$ cat src/rtl/mole_controller.sv
// Mole generator and hit scorer closing the loop with the game-state FSM.
// Optional MOLE_PENALTY_EN: wrong-button presses cost points and retire the mole.
module mole_controller #(
    parameter int unsigned NUM_HOLES  = 4,
    parameter int unsigned CLK_HZ     = 50000000,
    parameter int unsigned MOLE_UP_MS = 1000,
    parameter int unsigned GAP_MS     = 300,
    parameter int unsigned HIT_POINTS = 10,
    parameter int unsigned SCORE_MAX  = 1000,
    parameter logic [15:0] LFSR_SEED  = 16'hACE1
) (
    input  logic                         clk,
    input  logic                         rst_n,
    input  logic                         play_flag,
    input  logic                         new_mole,
    input  logic [NUM_HOLES-1:0]         buttons,
    output logic [NUM_HOLES-1:0]         mole_onehot,
    output logic [$clog2(NUM_HOLES)-1:0] mole_idx,
    output logic                         mole_complete,
    output logic                         hit,
    output logic                         miss,
    output logic [11:0]                  score
);

    localparam int unsigned IDX_W     = $clog2(NUM_HOLES);
    localparam int unsigned SCORE_W   = 12;
    localparam int unsigned SUM_W     = SCORE_W + 1;
    localparam int unsigned CPM       = CLK_HZ / 1000;
    localparam int unsigned PRE_W     = $clog2(CPM);
    localparam int unsigned MS_MAX    = (MOLE_UP_MS > GAP_MS) ? MOLE_UP_MS : GAP_MS;
    localparam int unsigned MS_W      = $clog2(MS_MAX + 1);
    localparam logic [15:0] LFSR_TAPS = 16'hB400;

    typedef enum logic [1:0] {
        ST_IDLE,
        ST_GAP,
        ST_REQ,
        ST_UP
    } state_e;

    state_e                 state_q, state_d;
    logic [PRE_W-1:0]       pre_q, pre_d;
    logic [MS_W-1:0]        ms_q, ms_d;
    logic [15:0]            lfsr_q, lfsr_d;
    logic [NUM_HOLES-1:0]   buttons_d_q;
    logic [NUM_HOLES-1:0]   mole_onehot_q, mole_onehot_d;
    logic [IDX_W-1:0]       mole_idx_q, mole_idx_d;
    logic                   mole_complete_q, mole_complete_d;
    logic                   hit_q, hit_d;
    logic                   miss_q, miss_d;
    logic [SCORE_W-1:0]     score_q, score_d;

    logic [NUM_HOLES-1:0]   rise_c;
    logic                   tick_c;
    logic                   gap_done_c;
    logic                   up_done_c;
    logic [IDX_W-1:0]       cand_c;
    logic [IDX_W-1:0]       pick_c;
    logic [SUM_W-1:0]       score_sum_c;
    logic [SCORE_W-1:0]     score_inc_c;
`ifdef MOLE_PENALTY_EN
    logic [SCORE_W-1:0]     score_dec_c;
`endif

    // Edge detect, ms prescaler terminal counts and score arithmetic
    always_comb begin
        rise_c      = buttons & ~buttons_d_q;
        tick_c      = (pre_q == PRE_W'(CPM - 1));
        gap_done_c  = tick_c && (ms_q == MS_W'(GAP_MS - 1));
        up_done_c   = tick_c && (ms_q == MS_W'(MOLE_UP_MS - 1));
        score_sum_c = SUM_W'(score_q) + SUM_W'(HIT_POINTS);
        score_inc_c = (score_sum_c > SUM_W'(SCORE_MAX)) ? SCORE_W'(SCORE_MAX)
                                                        : score_sum_c[SCORE_W-1:0];
`ifdef MOLE_PENALTY_EN
        score_dec_c = (score_q > SCORE_W'(HIT_POINTS)) ? (score_q - SCORE_W'(HIT_POINTS))
                                                       : '0;
`endif
    end

    // Hole choice: LFSR modulo hole count, bumped by one to avoid a back-to-back repeat
    always_comb begin
        cand_c = IDX_W'(lfsr_q % 16'(NUM_HOLES));
        pick_c = cand_c;
        if (cand_c == mole_idx_q) begin
            pick_c = (cand_c == IDX_W'(NUM_HOLES - 1)) ? '0 : (cand_c + IDX_W'(1));
        end
    end

    always_comb begin
        lfsr_d = {1'b0, lfsr_q[15:1]} ^ (lfsr_q[0] ? LFSR_TAPS : 16'h0000);
    end

    // Next state and registered outputs
    always_comb begin
        state_d         = state_q;
        mole_onehot_d   = mole_onehot_q;
        mole_idx_d      = mole_idx_q;
        mole_complete_d = 1'b0;
        hit_d           = 1'b0;
        miss_d          = 1'b0;
        score_d         = score_q;

        if (!play_flag) begin
            state_d       = ST_IDLE;
            mole_onehot_d = '0;
        end else begin
            case (state_q)
                ST_IDLE: begin
                    state_d = ST_GAP;
                end
                ST_GAP: begin
                    if (gap_done_c) begin
                        state_d         = ST_REQ;
                        mole_complete_d = 1'b1;
                    end
                end
                ST_REQ: begin
                    if (new_mole) begin
                        state_d       = ST_UP;
                        mole_idx_d    = pick_c;
                        mole_onehot_d = NUM_HOLES'(1) << pick_c;
                    end
                end
                ST_UP: begin
                    // A hit outranks a coincident timeout or wrong-button press
                    if (rise_c[mole_idx_q]) begin
                        state_d       = ST_GAP;
                        mole_onehot_d = '0;
                        hit_d         = 1'b1;
                        score_d       = score_inc_c;
`ifdef MOLE_PENALTY_EN
                    end else if (|rise_c) begin
                        state_d       = ST_GAP;
                        mole_onehot_d = '0;
                        miss_d        = 1'b1;
                        score_d       = score_dec_c;
`endif
                    end else if (up_done_c) begin
                        state_d       = ST_GAP;
                        mole_onehot_d = '0;
                        miss_d        = 1'b1;
                    end
                end
                default: begin
                    state_d       = ST_IDLE;
                    mole_onehot_d = '0;
                end
            endcase
        end
    end

    // Prescaler and ms counter restart on every state entry; only GAP and UP are timed
    always_comb begin
        pre_d = '0;
        ms_d  = '0;
        if ((state_d == state_q) && ((state_q == ST_GAP) || (state_q == ST_UP))) begin
            if (tick_c) begin
                ms_d = ms_q + MS_W'(1);
            end else begin
                pre_d = pre_q + PRE_W'(1);
                ms_d  = ms_q;
            end
        end
    end

    always_ff @(posedge clk or negedge rst_n) begin
        if (!rst_n) begin
            state_q         <= ST_IDLE;
            pre_q           <= '0;
            ms_q            <= '0;
            lfsr_q          <= LFSR_SEED;
            buttons_d_q     <= '0;
            mole_onehot_q   <= '0;
            mole_idx_q      <= '0;
            mole_complete_q <= 1'b0;
            hit_q           <= 1'b0;
            miss_q          <= 1'b0;
            score_q         <= '0;
        end else begin
            state_q         <= state_d;
            pre_q           <= pre_d;
            ms_q            <= ms_d;
            lfsr_q          <= lfsr_d;
            buttons_d_q     <= buttons;
            mole_onehot_q   <= mole_onehot_d;
            mole_idx_q      <= mole_idx_d;
            mole_complete_q <= mole_complete_d;
            hit_q           <= hit_d;
            miss_q          <= miss_d;
            score_q         <= score_d;
        end
    end

    assign mole_onehot   = mole_onehot_q;
    assign mole_idx      = mole_idx_q;
    assign mole_complete = mole_complete_q;
    assign hit           = hit_q;
    assign miss          = miss_q;
    assign score         = score_q;

endmodule
$ cat config.mk
export PLATFORM = sky130hd
export DESIGN_NAME = mole_controller
export DESIGN_NICKNAME = d
export VERILOG_FILES = /design/src/rtl/mole_controller.sv
export SDC_FILE = /design/constraint.sdc
export NUM_CORES = 1
export LEC_CHECK = 0
export ABC_AREA = 1
export BUFFER_PORTS_ARGS = -buffer_cell sky130_fd_sc_hd__buf_4
export CAP_MARGIN = 20
export CORE_ASPECT_RATIO = 0.8
export CORE_MARGIN = 2
export CORE_UTILIZATION = 55
export DETAILED_ROUTE_END_ITERATION = 10
export GPL_TIMING_DRIVEN = 1
export PLACE_DENSITY = 0.85
export SYNTH_ARGS = -nofsm -noshare
export SYNTH_HDL_FRONTEND = slang
export SYNTH_SLANG_ARGS = --single-unit
$ cat constraint.sdc
create_clock -name clk -period 2.13 [get_ports clk]
set_input_delay 0 -clock clk [delete_from_list [all_inputs] [get_ports clk]]
set_output_delay 0 -clock clk [all_outputs]
set_load 0.005 [all_outputs]
== Word-level counts from Yosys, hierarchy flattened ==
Cells that the tools add are included.
Word-level totals
  bits in writable memories: 0
  memories kept: 0
  bits of input ports: 8
  word-level logic and storage cells: 73
  flip-flop bits (word level): 69
  bits in latches: 0
  bits in read-only memories: 0
Cells by class
  shift operators: 1
  equal/unequal tests: 13
  add/subtract/negate cells: 4
  $mul: 0
  bitwise operators: 3
  reductions and logical operators: 8
  mux-type cells: 31
  order comparisons: 2
  divide/modulo/power cells: 0
Operators by type and width (number)
  two-way mux 16 bit: 3
  two-way mux 10 bit: 2
  adder 16 x 1 -> 16 bit, second input constant: 1
  == test 16 bit, second input constant: 1
  two-way mux 4 bit: 4
  XOR 15 x 16 -> 16 bit: 1
  two-way mux 2 bit: 7
  adder 12 x 4 -> 13 bit, second input constant: 1
  > comparator 13 x 10 -> 1 bit, second input constant: 1
  two-way mux 12 bit: 1
  two-way mux 1 bit: 11
  adder 10 x 1 -> 10 bit, second input constant: 1
  == test 10 bit, second input constant: 1
  == test 10 x 9 -> 1 bit, second input constant: 1
  AND reduction 3 bit: 3
  case mux 2 bit (4 select lines): 1
  case mux 4 bit (2 select lines): 1
  == test 2 bit, second input constant: 3
  AND 4 bit: 1
  == test 2 bit: 2
  != test 4 bit, second input constant: 1
  inverter 4 bit: 1
  << shifter 1 x 2 -> 4 bit, first input constant: 1
  logical AND 1 bit: 3
  9 further kinds: 9

== Logic depth before layout (Yosys ltp) ==
Gate-level depths: netlist (run 1).
  depth in word-level cells: 10
  gate-level depth with buffers: 13

== Worst setup path after synthesis (run 1) ==
No wires, ideal clock.
  kind: flip-flop to flip-flop
  from: register pre_q[0]
  to: register pre_q[9]
  arrival: 1659 ps
  library setup time: 122 ps
  clock period less this slack: 1781 ps
  buffers on the path: 1
  path slack: 349 ps
  cell stages (with the launch flop): 14
  cells stage by stage: dfrtp_1 -> ha_1 -> nand2_2 -> nor2_4 -> nand3_4 -> nor2_8 -> nand2_2 -> nand2_2 -> nand3_2 -> nand3_2 -> nand2_2 -> nand2_4 -> buf_12 -> nor2_2
Between the ends
  word-level cells in the longest chain between the ends: 9
  elaborated cells on any way between the ends: 13
  those cells by class: add/sub: 1; eq/ne: 2; mux: 7; reduce/logical: 3
RTL lines
  start: declaration: line 42  | logic [PRE_W-1:0] pre_q, pre_d;
  start signal: assignment: line 181  | pre_q <= pre_d;
  == test 16 bit: line 68  | tick_c = (pre_q == PRE_W'(CPM - 1));
  logical AND 1 bit: line 70  | up_done_c = tick_c && (ms_q == MS_W'(MOLE_UP_MS - 1));
  two-way mux 2 bit: line 138  | end else if (up_done_c) begin
  two-way mux 2 bit: line 126  | if (rise_c[mole_idx_q]) begin
  case mux 2 bit (4 select lines): line 107  | case (state_q)
  two-way mux 2 bit: line 103  | if (!play_flag) begin
  == test 2 bit: line 156  | if ((state_d == state_q) && ((state_q == ST_GAP) || (state_q == ST_UP))) begin
  logical AND 1 bit: line 156
  two-way mux 16 bit *: line 156
  via pre_d[9]: line 42
The timed path passes the listed nets; every way through them passes the cells marked *.
A chain may end at the register's enable or synchronous reset.

== Worst setup path after layout (run 1) ==
  from: register pre_q[1]
  to: register state_q[0]
Between the ends
  word-level cells in the longest chain between the ends: 6
  elaborated cells on any way between the ends: 8
  those cells by class: eq/ne: 1; mux: 5; reduce/logical: 2
RTL lines
  == test 16 bit *: line 68
  logical AND 1 bit: line 70
  two-way mux 2 bit: line 138
  two-way mux 2 bit: line 126
  case mux 2 bit (4 select lines) *: line 107
  two-way mux 2 bit *: line 103
  via state_d[0]: line 41  | state_e state_q, state_d;
  end signal: assignment: line 180  | state_q <= state_d;
  end: declaration: line 41
Marked as above.

==> results by stage, run 1 <==
Drt:
- The routed design has 6960 um of wire.
- After detailed routing, the number of remaining DRC violations is 0.
- After detailed routing, the average wire length per cell comes to 12.8 um.
- In this run the remaining antenna-violating nets after routing total 0.
- The number of iterations in the first detailed-routing pass is 5.
- The violation count after the first detailed-routing iteration is 208.
- The routed via count is 2813.
- In the routed layout, each cell is associated on average with a via count of 5.17.

Global routing:
- The number of antenna violations at the first check in global routing came to 0.
- The global routing usage summed across all routing layers is 21.7%.
- The global-route wire length before repair is 11800 um.
- The overflow left after global routing is 0.
- The via count of the first global-routing pass is 2634.
- The maximum number of pins on one net before global-route repair is 69.

Floorplanning:
- The area of the core is 6040 um^2.
- The starting density of the core is 58.0%.
- Row generation in the floorplan step produced 25 rows.
- The die boundary height is 75.4 um.
- In this run the count of I/O pins placed on the die edge is 29.
- The die covers 7030 um^2.
- The die is 93.2 um wide.

Worst setup path:
- The family with the most delay on the worst path is simple AND/OR/NAND/NOR gates.
- The setup check on the worst reg-to-reg path leaves a slack of 110 ps.
- The cell at the slowest stage of the critical path is sky130_fd_sc_hd__dlygate4sd3_1.
- The arrival time at the worst endpoint is 2240 ps.
- The number of buffers and inverters on the critical path is 1.
- The critical path goes through ha_2, nand2_2, nor2_4, nand3_4, nor2_8, nand3_4, nand2_1, a21oi_1, dlygate4sd3_1.
- The critical path endpoint category is a register.
- The start point of the critical path is pre_q[1].
- The worst register-to-register path begins at pre_q[1].
- STA puts the critical path data required time at 2350 ps.
- On the worst path, the slowest cell contributes a delay of 560 ps.
- STA classifies the critical path startpoint as a register.
- The worst-case reg-to-reg path depth is 9.
- The largest fanout on the critical path is 5.
- The critical path start-end classification is reg -> reg.
- The cell that appears most often on the critical path is sky130_fd_sc_hd__nand3_4.
- The endpoint of the lowest-slack register-to-register path is state_q[0].

Clock tree:
- The clock sink count is 68.
- In this run, CTS created clock tree buffers numbering 9.
- The clock root buffer is sky130_fd_sc_hd__clkbuf_8.
- The source-to-sink clock delay at the later pin of the worst-skew pair is 340 ps.
- Clock-pin slew was measured on the worst setup and hold paths at 70 ps.
- Counting along the longest clock path gives a buffer depth of 2.
- The clock tree from TritonCTS is built.
- The count of H-tree levels built during CTS is 3.

Timing:
- The setup violation total in the final timing report is 0.
- Setup repair after global routing left no endpoint under its margin.
- At the pin with the least slew margin, the transition time is 819 ps.
- The final-report max-slew violation count was 0.
- Headroom to the max-slew limit came out at 45.4%.
- The worst hold-check slack is 308 ps.
- In the finished design, the share of the clock period the worst path needs comes to 95.0%.
- The count of endpoints failing hold in the final timing report was 0.
- The upper clock frequency limit is 0.494 GHz.
- The clock skew is 7.73 ps.
- The final critical-path required period is 2020 ps.
- The total negative setup slack is 0 ps.
- Setup slack closes at 107 ps.

Synth:
- In this run, synthesis inferred 0 flip-flops with an integrated enable.
- The fraction of the yosys area taken by sequential cells is 48.9%.
- In the synthesized netlist the dominant register cell turns out to be sky130_fd_sc_hd__dfrtp_1.
- The mean instance size in the synthesized netlist is 8.54 um^2.
- For this run, asynchronously set or reset flops after synthesis account for 100%.
- After synthesis, the largest family of logic cells by area is simple AND/OR/NAND/NOR gates.
- The synthesized design spends more area on one cell type than any other, namely sky130_fd_sc_hd__dfrtp_1.
- The number of different library cells used by synthesis comes to 35.
- Synthesis produced a netlist whose cell count is 410.
- The flop and latch count out of synthesis is 68.
- By area the synthesized netlist is led by sky130_fd_sc_hd__dfrtp_1, sky130_fd_sc_hd__nand2_1, sky130_fd_sc_hd__inv_1.
- The yosys synthesis warning count is 0.
- The adder and majority gate portion of the synthesized area is 1.43%.
- Summing the areas of all compound-gate instances in the mapped netlist gives 2.89% of the synthesized area.
- In this run the cell area of the synthesized design comes to 3500 um^2.
- The net count after synthesis is 422.
- The share of synthesized area in the top cell type comes to 42.9%.
- The mux cell area share after synthesis is 0.286%.
- The simple logic cell fraction of the synthesized area is 32.4%.
- The xor/xnor cell area share of the yosys netlist is 5.50%.

Final layout:
- Leaving out filler cells and counting taps, the final layout contains 544.
- The library cells used most frequently in the layout, excluding fill and tap cells, are sky130_fd_sc_hd__nand2_1, sky130_fd_sc_hd__inv_1, sky130_fd_sc_hd__dfrtp_1.
- With fillers left out, the area of the finished cells amounts to 4120 um^2.
- The number of diodes added for antenna fixing is 0.
- The number of nets at the end of the flow is 470.
- Compared with the post-synthesis result, the final layout area differs by 17.7%.
- Of the cells placed in the final design, the portion with a size suffix greater than 1 is 20.3%.
- The post-route core utilization is 68.3%.
- The number of fillers in the final layout is 484.
- The leading cell type in the layout, fill and taps excluded is sky130_fd_sc_hd__nand2_1.

Placed design:
- Routability-driven placement finished with a final weighted congestion of 0.974.
- In this run the cell area measured after placement is 3800 um^2.
- At the placement stage, the worst setup path has a slack of 165 ps.
- The HPWL after detailed placement is 4780 um.
- The number of placed instances with taps included is 518.
- The count of buffers added on input and output ports is 27.

Power and ir drop:
- In this run the static leakage power is 1.97 nW.
- The worst supply voltage drop on vdd is 0.538 mV.
- The completed layout was analyzed and its total power is 2.59 mW.
- In this run the power density over the cells is 629 nW/um^2.

Flow run:
- The total of max-cap violations is 0.

Status:
- The run finished with clean final reports.

Hold path:
- The worst hold-check path type is in -> async.
-- worst register-to-register path: cells and delay by family, from the launching register on --
family | cells | cell delay, ps
compound gates | 1 | 40
fa+ha+maj | 1 | 210
buf+inv | 1 | 560
flops | 1 | 360
simple gates | 6 | 730
-- flip-flops by register name, indices dropped and copies added, names as in the netlist, 2 cells and up --
name and count:
state_q 2, lfsr_q 16, mole_onehot 4, ms_q 10
score 11, buttons_d_q 4, mole_idx 2, pre_q 16
-- routing by layer --
layer	vias up	share of wire, %	routed length, um	GRT usage, %
met3	16	5.2	360	6.03
met2	75	47	3240	34.5
met4	0	1.9	135	8.82
li1	1383	-	-	-
met1	1339	46	3230	28.9
met5	-	0	0	0
-- worst max-delay path by stage --
| stage | endpoint | slack [ps] | cells after the start |
|---|---|---|---|
| 3_3_place_gp | pre_q[9] | 220 | 13 |
| 5_1_grt | state_q[0] | 10 | 9 |
| 4_1_cts | state_q[0] | 100 | 9 |
| 2_1_floorplan | pre_q[9] | 350 | 13 |
| 6_report | state_q[0] | 110 | 9 |
| 3_5_place_dp | pre_q[2] | 170 | 13 |
-- power breakdown --
part	internal [mW]	switching, mW
registers	1.31	0.0123
logic	0.0502	0.0780
clock network	0.690	0.458
total	2.05	0.548
-- kinds of logic (layout without fill, tap and decap cells) --
| family | count (synthesis) | after routing |
|---|---|---|
| mux | 1 | 1 |
| compound gates | 19 | 19 |
| other cells | 1 | 1 |
| buf+inv | 69 | 122 |
| flops | 68 | 68 |
| fa+ha+maj | 4 | 4 |
| xor+xnor | 22 | 22 |
| simple gates | 226 | 226 |
-- synth_stat cells, types with 2 or more instances --
| master | number |
|---|---|
| sky130_fd_sc_hd__a21oi_1 | 3 |
| sky130_fd_sc_hd__buf_12 | 2 |
| sky130_fd_sc_hd__buf_2 | 2 |
| sky130_fd_sc_hd__dfrtp_1 | 60 |
| sky130_fd_sc_hd__dfstp_2 | 8 |
| sky130_fd_sc_hd__ha_1 | 4 |
| sky130_fd_sc_hd__inv_1 | 63 |
| sky130_fd_sc_hd__nand2_1 | 77 |
| sky130_fd_sc_hd__nand2_2 | 5 |
| sky130_fd_sc_hd__nand3_1 | 40 |
| sky130_fd_sc_hd__nand3_2 | 2 |
| sky130_fd_sc_hd__nand3_4 | 2 |
| sky130_fd_sc_hd__nand3b_1 | 3 |
| sky130_fd_sc_hd__nand4_1 | 15 |
| sky130_fd_sc_hd__nor2_1 | 47 |
| sky130_fd_sc_hd__nor2_2 | 15 |
| sky130_fd_sc_hd__nor2_4 | 7 |
| sky130_fd_sc_hd__nor3_1 | 5 |
| sky130_fd_sc_hd__o211ai_1 | 2 |
| sky130_fd_sc_hd__o21ai_0 | 11 |
| sky130_fd_sc_hd__o21ai_1 | 2 |
| sky130_fd_sc_hd__or2_2 | 2 |
| sky130_fd_sc_hd__xnor2_1 | 7 |
| sky130_fd_sc_hd__xor2_1 | 15 |
-- repair_timing --
action,4_1_cts,5_1_grt
setup buffers,0,2
endpoints found under the setup margin,0,12
hold buffers,8,0
hold endpoints to repair,70,0
gates resized for setup,0,2
-- cell type report --
cell class	instances	area [um^2]	area share (%)
Clock buffer	12	145	3.52
Clock inverter	4	72.6	1.76
Inverter	63	236	5.74
Multi-Input combinational cell	273	1500	36.4
Sequential cell	68	1710	41.5
Tap cell	81	101	2.46
Timing Repair Buffer	43	355	8.62
Power figures use the tool's default switching activity.
==> run 2, diff against run 1 <==
--- a/config.mk
+++ b/config.mk
@@ -10,5 +10,4 @@
 export CAP_MARGIN = 20
 export CORE_ASPECT_RATIO = 0.8
-export CORE_MARGIN = 2
 export CORE_UTILIZATION = 55
 export DETAILED_ROUTE_END_ITERATION = 10
==> constraint.sdc (replaced) <==
create_clock -name clk -period 2.13 [get_ports clk]
set_input_delay 0.426 -clock clk [delete_from_list [all_inputs] [get_ports clk]]
set_output_delay 0.426 -clock clk [all_outputs]
set_load 0.01 [all_outputs]
==> run 2 against run 1 <==
- register-to-register slack better by 60 ps
- power is 4.5% lower
- routed wire length is 1.4% lower
- global-route usage is 0.056 points higher
- via count is 0.96% lower
- cell count is 1.3% lower
- non-clock buffer count is 7 lower
- critical endpoint is now pre_q[12]
- highest routed layer unchanged
==> results by stage, run 2 (synthesized netlist as in run 1, its figures left out) <==
Drt:
- The number of iterations in the first detailed-routing pass is 4 (-1).
- The wire length per cell after detailed routing is 12.8 um (-0.15%).
- The violation count after the first detailed-routing iteration was 198 (-4.8%).
- The number of routed nets with antenna violations was 0 (unchanged).
- The final routed DRC violation total was 0 (unchanged).
- The detail-routed via count per cell is 5.19 (+0.33%).
- The routed via count came to 2786 (-0.96%).
- The total length of routed wires is 6860 um (-1.4%).

Clock tree:
- The source-to-sink clock delay at the later pin of the worst-skew pair came to 350 ps (about the same).
- The clock-pin slew of the registers on the worst-case setup and hold paths is 70 ps (about the same).
- TritonCTS built the clock tree.
- The maximum buffer depth of the clock tree is 2 (unchanged).
- The number of clock buffers inserted by TritonCTS is 9 (unchanged).
- The quantity of hold-fixing buffers added after cts is 0 (-8).
- The count of H-tree levels built during CTS was 3 (unchanged).
- The clock root buffer is sky130_fd_sc_hd__clkbuf_8.
- The clock sink count is 68 (unchanged).

Worst setup path:
- The most repeated library cell on the critical path is sky130_fd_sc_hd__nand2_2.
- Traced cell by cell, the critical path runs through ha_1, nand2_2, nor2_4, nand3_4, nor2_8, nand2_2, nand2_2, nand3_2, nand3_2, nand2_2, nand2_4, buf_12, nor2_2.
- The critical path startpoint category is a register.
- The worst path buffer plus inverter count is 1 (unchanged).
- The critical path endpoint category is a register.
- The largest incremental delay on the critical path is 370 ps (-190 ps).
- The critical path start-end classification is reg -> reg.
- The arrival time at the worst endpoint was 2190 ps (-50 ps).
- The largest fanout on the critical path is 13 (+8).
- The required time at the worst-slack endpoint is 2360 ps (about the same).
- Broken down by cell family, the worst path's largest delay share belongs to simple AND/OR/NAND/NOR gates.
- The cell at the slowest stage of the critical path is sky130_fd_sc_hd__dfrtp_1.

Hold path:
- The tightest min-delay check is of the in -> async type.

Power and ir drop:
- The worst supply voltage drop on vdd is 0.519 mV (-3.6%).
- The cell area power density is 615 nW/um^2 (-2.3%).
- The leakage power summed over all cells came to 1.93 nW (-2.0%).
- The post-route total power came to 2.48 mW (-4.5%).

Timing:
- The upper clock frequency limit is 0.510 GHz (+3.2%).
- The count of endpoints failing hold in the final timing report is 0 (unchanged).
- The final critical-path share of the clock period was 92.1% (-2.9 points).
- The clock skew was 10.9 ps (+3.15 ps).
- The final-report max-slew violation count came to 0 (unchanged).
- The final critical-path required period is 1960 ps (-62.0 ps).
- The setup violation total in the final timing report was 0 (unchanged).
- The slew at the pin with the worst max-slew slack came to 832 ps (+13.8 ps).
- The worst slew slack as a fraction of its limit is 44.5% (-0.92 points).

Final layout:
- The ratio of cells with drive above 1 in the final layout came to 20.8% (+0.53 points).
- The area taken by flip-flops and latches is 1710 um^2 (unchanged).
- The number of nets at the end of the flow is 463 (-1.5%).
- The number of diodes added for antenna fixing is 0 (unchanged).
- Leaving out fill and tap cells, the most frequent cell in the layout is sky130_fd_sc_hd__nand2_1.
- The final cell count without fillers is 537 (-1.3%).
- The library cells used most frequently in the layout, excluding fill and tap cells, are sky130_fd_sc_hd__nand2_1, sky130_fd_sc_hd__inv_1, sky130_fd_sc_hd__dfrtp_1.
- The multi-input gate area in the final layout is 1500 um^2 (about the same).
- The number of fillers in the final layout is 470 (-2.9%).
- The area growth from synthesis to final layout is 15.0%.

Placed design:
- The HPWL after detailed placement is 4660 um (-2.5%).
- The number of port buffers was 27 (unchanged).
- The number of placed instances with taps included came to 518 (unchanged).
- The placer's final routability congestion estimate was 0.891 (-8.5%).

Floorplanning:
- The starting density of the core is 58.0% (unchanged).
- The I/O pin total was 29 (unchanged).
- The area of the core is 6040 um^2 (unchanged).
- The die boundary height is 73.4 um (-2.7%).
- The total number of placement rows is 25 (unchanged).
- The full die area is 6690 um^2 (-4.7%).
- The overall die width came to 91.2 um (-2.1%).

Global routing:
- The global-route wire length before repair came to 11200 um (-4.6%).
- The overflow left after global routing was 0 (unchanged).
- The number of antenna violations at the first check in global routing is 0 (unchanged).
- The via count of the first global-routing pass came to 2514 (-4.6%).
- The maximum number of pins on one net before global-route repair is 69 (unchanged).
- The global routing usage summed across all routing layers is 21.8% (+0.056 points).

Status:
- The flow ran to the end, and the final reports show no timing, DRC or antenna violations.

Flow run:
- The total of max-cap violations is 0 (unchanged).
-- run 2: changes by cell type in the layout (fill, tap and decap cells not counted) --
cell,before,now
sky130_fd_sc_hd__o21ai_2,0,1
sky130_fd_sc_hd__o21ai_1,2,1
sky130_fd_sc_hd__ha_1,3,4
sky130_fd_sc_hd__clkinvlp_4,1,2
sky130_fd_sc_hd__bufinv_16,2,1
sky130_fd_sc_hd__dlygate4sd3_1,8,0
sky130_fd_sc_hd__ha_2,1,0
sky130_fd_sc_hd__buf_4,34,35
-- run 2: layout make-up --
class	count	share of cell area (%)
tap	81	2.52
clock inverter	4	1.24
sequential	68	42.5
clock buffer	12	3.60
timing repair buffer	36	7.02
inverter	63	5.87
multi-input combinational	273	37.3
-- run 2: through the flow --
step           hold WS (ps)  setup WS, ps  area (um^2)  util, %  TNS, ps
6_report                181           169         4030     66.7        0
5_1_grt                 174         -2.04         4030     66.7    -2.04
4_1_cts                 174           100         4000     66.2        0
3_5_place_dp            336           106         3800     63.0        0
3_3_place_gp            336           193         3800     63.0        0
2_1_floorplan           130           349         3500        -        0
-- run 2: final timing paths --
kind / depth (start not counted) / slack (ps) / startpoint / to
min in group clk: 1 / 190 / buttons[0] / buttons_d_q[0]
hold reg to reg: 0 / 360 / lfsr_q[12] / lfsr_q[11]
max in group asynchronous: 1 / 1400 / rst_n / pre_q[0]
hold / removal: 1 / 180 / rst_n / lfsr_q[8]
setup reg to reg: 13 / 170 / pre_q[0] / pre_q[12]
setup / recovery: 13 / 170 / pre_q[0] / pre_q[12]
-- run 2: layer usage --
metal	vias to the layer above	share of wire, %	wire, um	track usage (%)
met5	-	0	0	0
met4	0	1.1	78	6.17
met3	9	5.7	389	7.04
met2	91	47	3240	34.9
met1	1318	46	3150	28.8
li1	1368	-	-	-
-- run 2: timing repair --
item | in CTS | in global routing
setup buffers | 0 | 3
resized for setup | 0 | 2
endpoints found under the setup margin | 0 | 24
-- run 2: worst register-to-register path, delay by kind of cell (launching register included) --
kind	cells	cell delay, ps
adder cells (fa/ha/maj)	1	200
buffers and inverters	1	200
flip-flops	1	370
AND/OR/NAND/NOR	11	1080
-- run 2: where the power goes --
group / internal (mW) / total [mW] / switching, mW / leakage, nW
Clock: 0.571 / 1.04 / 0.468 / 0.0926
Sequential: 1.31 / 1.32 / 0.0126 / 0.871
Combinational: 0.0403 / 0.120 / 0.0800 / 0.963
